### config.mk
export PLATFORM = sky130hd
export DESIGN_NAME = mult_div_issue_controller
export DESIGN_NICKNAME = d
export VERILOG_FILES = /design/src/rtl/mult_div_issue_controller.sv
export SDC_FILE = /design/constraint.sdc
export NUM_CORES = 1
export LEC_CHECK = 0
export ABC_AREA = 1
export CORE_UTILIZATION = 60
export CTS_CLUSTER_DIAMETER = 50
export CTS_CLUSTER_SIZE = 12
export DETAILED_ROUTE_END_ITERATION = 8
export DONT_BUFFER_PORTS = 1
export PLACE_DENSITY = 0.76
export RECOVER_POWER = 25
export SYNTH_ARGS = -nofsm -noshare
export SYNTH_HDL_FRONTEND = slang
export SYNTH_SLANG_ARGS = --single-unit
export TNS_END_PERCENT = 30
### constraint.sdc
create_clock -name clk -period 4.6 [get_ports clk]
set_input_delay 0.69 -clock clk [delete_from_list [all_inputs] [get_ports clk]]
set_output_delay 0.69 -clock clk [all_outputs]
set_load 0.01 [all_outputs]
### src/rtl/mult_div_issue_controller.sv
// Issue controller for the multi-cycle mul/div unit: accepts the reservation-station
// head, runs it on the datapath for a fixed latency, then broadcasts on the CDB.
// Optional: define MD_DIV_ZERO_BYPASS_EN to resolve divide-by-zero without the datapath.
module mult_div_issue_controller #(
  parameter int unsigned MUL_LAT = 3,
  parameter int unsigned DIV_LAT = 32
) (
  input  logic        clk,
  input  logic        reset,
  input  logic        issueque_ready,
  input  logic [31:0] issueque_rs1_data,
  input  logic [31:0] issueque_rs2_data,
  input  logic [5:0]  issueque_rd_tag,
  input  logic [2:0]  issueque_opcode,
  output logic        issueblk_done,
  output logic        md_start,
  output logic [2:0]  md_op,
  output logic [31:0] md_a,
  output logic [31:0] md_b,
  input  logic [31:0] md_result,
  output logic        cdb_req,
  input  logic        cdb_grant,
  output logic [5:0]  cdb_tag_out,
  output logic [31:0] cdb_data_out,
  output logic        busy
);

  typedef enum logic [1:0] {
    S_IDLE  = 2'd0,
    S_EXEC  = 2'd1,
    S_BCAST = 2'd2
  } state_t;

  localparam logic [5:0] MUL_CNT = 6'(MUL_LAT);
  localparam logic [5:0] DIV_CNT = 6'(DIV_LAT);

  state_t      r_state;
  state_t      w_next_state;
  logic [5:0]  r_cnt;
  logic [2:0]  r_op;
  logic [31:0] r_a;
  logic [31:0] r_b;
  logic [5:0]  r_tag;
  logic [31:0] r_result;
  logic        r_start;
  logic        w_accept;
  logic        w_bypass;
  logic [5:0]  w_lat;

  // Acceptance is suppressed while reset is held so the done pulse never leaks out.
  assign w_accept = (r_state == S_IDLE) && issueque_ready && !reset;
  assign w_lat    = issueque_opcode[2] ? DIV_CNT : MUL_CNT;

`ifdef MD_DIV_ZERO_BYPASS_EN
  logic [31:0] w_bypass_result;
  assign w_bypass        = issueque_opcode[2] && (issueque_rs2_data == 32'd0);
  // funct3 bit1 separates REM/REMU (return dividend) from DIV/DIVU (all ones).
  assign w_bypass_result = issueque_opcode[1] ? issueque_rs1_data : 32'hFFFF_FFFF;
`else
  assign w_bypass = 1'b0;
`endif

  always_ff @(posedge clk or posedge reset) begin
    if (reset) begin
      r_state <= S_IDLE;
    end else begin
      r_state <= w_next_state;
    end
  end

  always_comb begin
    w_next_state = r_state;
    case (r_state)
      S_IDLE: begin
        if (w_accept) begin
          w_next_state = w_bypass ? S_BCAST : S_EXEC;
        end else begin
          w_next_state = S_IDLE;
        end
      end
      S_EXEC: begin
        if (r_cnt == 6'd1) begin
          w_next_state = S_BCAST;
        end else begin
          w_next_state = S_EXEC;
        end
      end
      S_BCAST: begin
        if (cdb_grant) begin
          w_next_state = S_IDLE;
        end else begin
          w_next_state = S_BCAST;
        end
      end
      default: w_next_state = S_IDLE;
    endcase
  end

  always_ff @(posedge clk or posedge reset) begin
    if (reset) begin
      r_cnt    <= 6'd0;
      r_op     <= 3'd0;
      r_a      <= 32'd0;
      r_b      <= 32'd0;
      r_tag    <= 6'd0;
      r_result <= 32'd0;
      r_start  <= 1'b0;
    end else begin
      r_start <= w_accept && !w_bypass;
      if (w_accept) begin
        r_op  <= issueque_opcode;
        r_a   <= issueque_rs1_data;
        r_b   <= issueque_rs2_data;
        r_tag <= issueque_rd_tag;
        r_cnt <= w_lat;
`ifdef MD_DIV_ZERO_BYPASS_EN
        if (w_bypass) begin
          r_result <= w_bypass_result;
        end
`endif
      end else if (r_state == S_EXEC) begin
        r_cnt <= r_cnt - 6'd1;
        // Last execute cycle: the datapath result is valid now.
        if (r_cnt == 6'd1) begin
          r_result <= md_result;
        end
      end
    end
  end

  assign issueblk_done = w_accept;
  assign md_start      = r_start;
  assign md_op         = (r_state == S_EXEC)  ? r_op     : 3'd0;
  assign md_a          = (r_state == S_EXEC)  ? r_a      : 32'd0;
  assign md_b          = (r_state == S_EXEC)  ? r_b      : 32'd0;
  assign cdb_req       = (r_state == S_BCAST);
  assign cdb_tag_out   = (r_state == S_BCAST) ? r_tag    : 6'd0;
  assign cdb_data_out  = (r_state == S_BCAST) ? r_result : 32'd0;
  assign busy          = (r_state != S_IDLE);

endmodule

# Yosys cells after proc, flatten, opt, wreduce, memory -nomap -nowiden

Index checks and enable logic that the tools add are counted.

Bits of input ports: 109
Register bits after elaboration: 114
Word-level logic and storage cells: 32
Output and inout bits: 109

Mux-type cells: 12
Add/sub/neg operators: 1
Reductions and logical operators: 7
Bitwise operators: 1
Equality and inequality tests: 3

Operators by type and width:

| kind                  | count |
|---|---|
| $mux W32              | 3 |
| $mux W6               | 4 |
| $eq A6 B1 Y1 const B  | 1 |
| $pmux W2 S3           | 1 |
| $sub A6 B1 Y6 const B | 1 |
| $mux W2               | 2 |
| $reduce_bool A2 Y1    | 2 |
| $mux W3               | 1 |
| $reduce_and A3 Y1     | 1 |
| $eq A2 B1 Y1 const B  | 1 |
| $eq A2 B2 Y1 const B  | 1 |
| $logic_and A1 B1 Y1   | 2 |
| $logic_not A2 Y1      | 1 |
| $logic_not A1 Y1      | 1 |
| $mux W1               | 1 |
| $not A1 Y1            | 1 |

# Longest topological paths before layout

Depth in word-level cells: 5
Gate-level depth with buffers: 8
Gate-level depth less buffers: 8

# Least setup slack after synthesis

OpenSTA, ideal clock, no wires.

Path type: input to output
Start: input issueque_ready
End: output issueblk_done
Data required time: 3,910 ps
Path buffers: 2
Setup slack: 2,519 ps
Arrival: 1,391 ps
Stages: 6
Cells stage by stage: inv_1 nor2_1 nand2_4 inv_2 buf_4 buf_4

Longest elaborated chain between the ends: 2

RTL lines:

| what                             | RTL line | source |
|---|---|---|
| start, declared                  | 10       | `input logic issueque_ready,` |
| $logic_and A1 B1 Y1 (2 in a row) | 51       | `assign w_accept = (r_state == S_IDLE) && issueque_ready && !reset;` |
| end, declared                    | 15       | `output logic issueblk_done,` |

No other way between the ends.

==> reports/qor.yml <==
detailed_routing:
  viasPerCell: 5.12
  vias: 3740
  route.detailed.drc: 0
  dr.pass1.iters: 4
  drt_iter0_drc: 144
  wl_per_cell_um: 12.9
  routed_wl_um: 9430
  drtAntennaViolNets: 0
critical_path:
  worstPathRequired_ns: 4.55
  worstPathArrival_ns: 2.80
  critPathCaptureType: "asynchronous set/reset pin"
  crit_type: "in -> async"
  max_stage_delay_ns: 2.07
  cp-startpoint: "reset"
  critPathTopFamily: "buffers and inverters"
  reg2reg_from: "r_cnt[1]"
  r2r_end: "r_result[2]"
  r2r_setup_slack_ns: 2.16
  worstPathCellList: "inv_1"
  r2r_cells: 6
  cp.buffers_inverters: 1
  cp-start-kind: "primary input"
  crit_path_max_fanout: 86
  slowest_stage: "inv_1"
logic_synthesis:
  synthFlopType: "dfrtp_1"
  synth_edf_count: 0
  async_flop_share: 1.00
  post_synth_num_cell_types: 24
  synthCells: 623
  syn_nets: 734
  seq_area_frac_synth: 0.562
  ys_warn_count: 0
  ys_ff_latch: 114
  netlist_area_sq_um: 5080
  synth.avg_cell_area_sq_um: 8.15
die:
  dieArea_sq_um: 8830
  fp.dieH_um: 94.0
  core_area_sq_um: 8220
  pin_count: 218
  die_w_um: 94.0
  start_util: 0.618
  fp-row-count: 33
cts:
  root_buffer: "clkbuf_8"
  clk_path_buf_depth: 2
  cts.repair.resized: 0
  clkLatencyLatePin_ns: 0.50
  path_clk_slew_ns: 0.06
  cts_tree: "yes"
  cts_buffers: 17
  cts_htree_levels: 4
  holdBufCountCts: 0
  cts_setup_buffers: 0
  clkSinkCount: 114
global_route:
  use_met3: 0.0785
  grt_usage: 0.211
  antenna_found_initial: 0
  grt_busiest_layer: "met2"
  grt_pass1_vias: 3215
  grt_pass1_wl_um: 14000
  use_met2: 0.354
  overflow: 0
  grt_max_degree: 87
  use_met1: 0.238
finish:
  layout_common_cells: "nor2_1 (147), inv_1 (114), dfrtp_1 (114), nand2_1 (82), o21ai_0 (49)"
  syn2layout_area_growth_pct: 11.6
  fin_nets: 724
  antenna_cells: 0
  drive_gt1_frac: 0.0719
  final_common_cell: "nor2_1"
  finish.instance_area_sq_um: 5660
sta:
  finalMaxSlewViolations: 87
  fin_skew_ns: 0.00933
  rsz0062_at_grt: "false"
  layout_worst_path_cycle_share: 0.621
  max_slew_margin: -0.981
  final-hold-violation-count: 0
  setup_viol: 0
  fin_setup_tns_ns: 0
  layout_setup_ws_ns: 1.74
  fmax_mhz: 350
  worst_pin_slew_ns: 2.97
  layout_min_cycle_time_ns: 2.86
power_and_ir_drop:
  power_frac_comb: 0.308
  switchingPower_uw: 1580
  p_leak_uw: 0.00288
  p_clk_frac: 0.318
  p_seq_frac: 0.374
  powerDensity_nw_per_um2: 779
  power_uw: 4410
  ir_drop_v: 0.000527
  swShare: 0.358
  internal_power_uw: 2830
placed_design:
  place_ws_ns: 2.01
  io_buffers: 0
  hpwl_um: 6480
  place_congestion: 0.786
  placed_cell_area_sq_um: 5020
min_path:
  worst_hold_path.endpoint: "r_state[1]"
  min-delay-start: "cdb_grant"
  min_path_cells: 1
  min_path_type: "in -> reg"
status:
  status: "finished with violations"
  violations: "capacitance limit, slew limit"
job:
  cap_viol_max_count: 1
==> logic make-up after synthesis <==
family,count (synthesis),share of synthesized area
AOI/OAI and AO/OA,113,0.114
adders and majority gates,2,0.00493
buffers and inverters,151,0.133
DFF,114,0.562
and+or+nand+nor,243,0.187
==> worst register-to-register path: cells and delay by family (launching register included) <==
family	cells	cell delay, ns
compound gates	1	0.05
buf+inv	2	0.68
flops	1	0.39
fa+ha+maj	1	0.18
simple gates	2	1.02
==> flip-flops by register name, summed over array words and instances, names as in the netlist <==
signal    flops
r_op          3
r_tag         6
r_b          32
md_start      1
r_state       2
r_a          32
r_cnt         6
r_result     32
==> synthesized netlist by cell type, types with 3 or more instances <==
| library cell | count | area, sq um |
|---|---|---|
| nand4_1 | 3 | 18.8 |
| buf_6 | 9 | 101 |
| clkbuf_1 | 10 | 37.5 |
| o21ai_1 | 27 | 135 |
| nor2_1 | 147 | 552 |
| a21oi_1 | 32 | 160 |
| nand3_1 | 5 | 25.0 |
| buf_4 | 8 | 60.1 |
| dfrtp_1 | 114 | 2850 |
| buf_2 | 7 | 35.0 |
| o21ai_0 | 49 | 245 |
| inv_2 | 3 | 11.3 |
| nand2_1 | 83 | 312 |
| inv_1 | 114 | 428 |
==> through the flow <==
step                      std cells   util  hold WS (ns)
after floorplan                 623      -         0.464
after global placement          699  0.611         0.478
after detailed placement        699  0.611         0.485
after CTS                       731  0.690         0.272
after global routing            731  0.689         0.290
final                           731  0.689         0.297
==> worst max-delay path by stage <==
stage | end | slack, ns | depth (start not counted)
CTS | md_a[12] | 1.74 | 4
detailed placement | r_a[25] | 2.01 | 7
global route | r_a[17] | 1.07 | 1
global placement | r_a[18] | 2.07 | 7
finish | r_a[17] | 1.74 | 1
floorplan | md_start | 0.89 | 1
==> layer usage <==
metal,up-vias,share of wire,wire length (um)
li1,1854,-,-
met1,1703,0.41,3910
met2,166,0.49,4630
met3,17,0.076,714
met4,0,0.019,175
met5,-,0,0
==> final cells by class <==
class | count | area [sq um]
Fill cell | 639 | 2550
Clock inverter | 13 | 206
Clock buffer | 19 | 442
Tap cell | 105 | 131
Sequential cell | 114 | 2850
Multi-Input combinational cell | 358 | 1550
Inverter | 117 | 440
Timing Repair Buffer | 5 | 37.5
==> power groups by stage <==
stage	Sequential (uW)	Combinational, uW	Clock (uW)
global route	1690	1560	1480
CTS	1650	1380	1430
floorplan	1620	1190	0
detailed placement	1660	1370	0
finish	1650	1360	1400
global placement	1640	1330	0
Note: power is estimated with default switching activity, not from simulation.
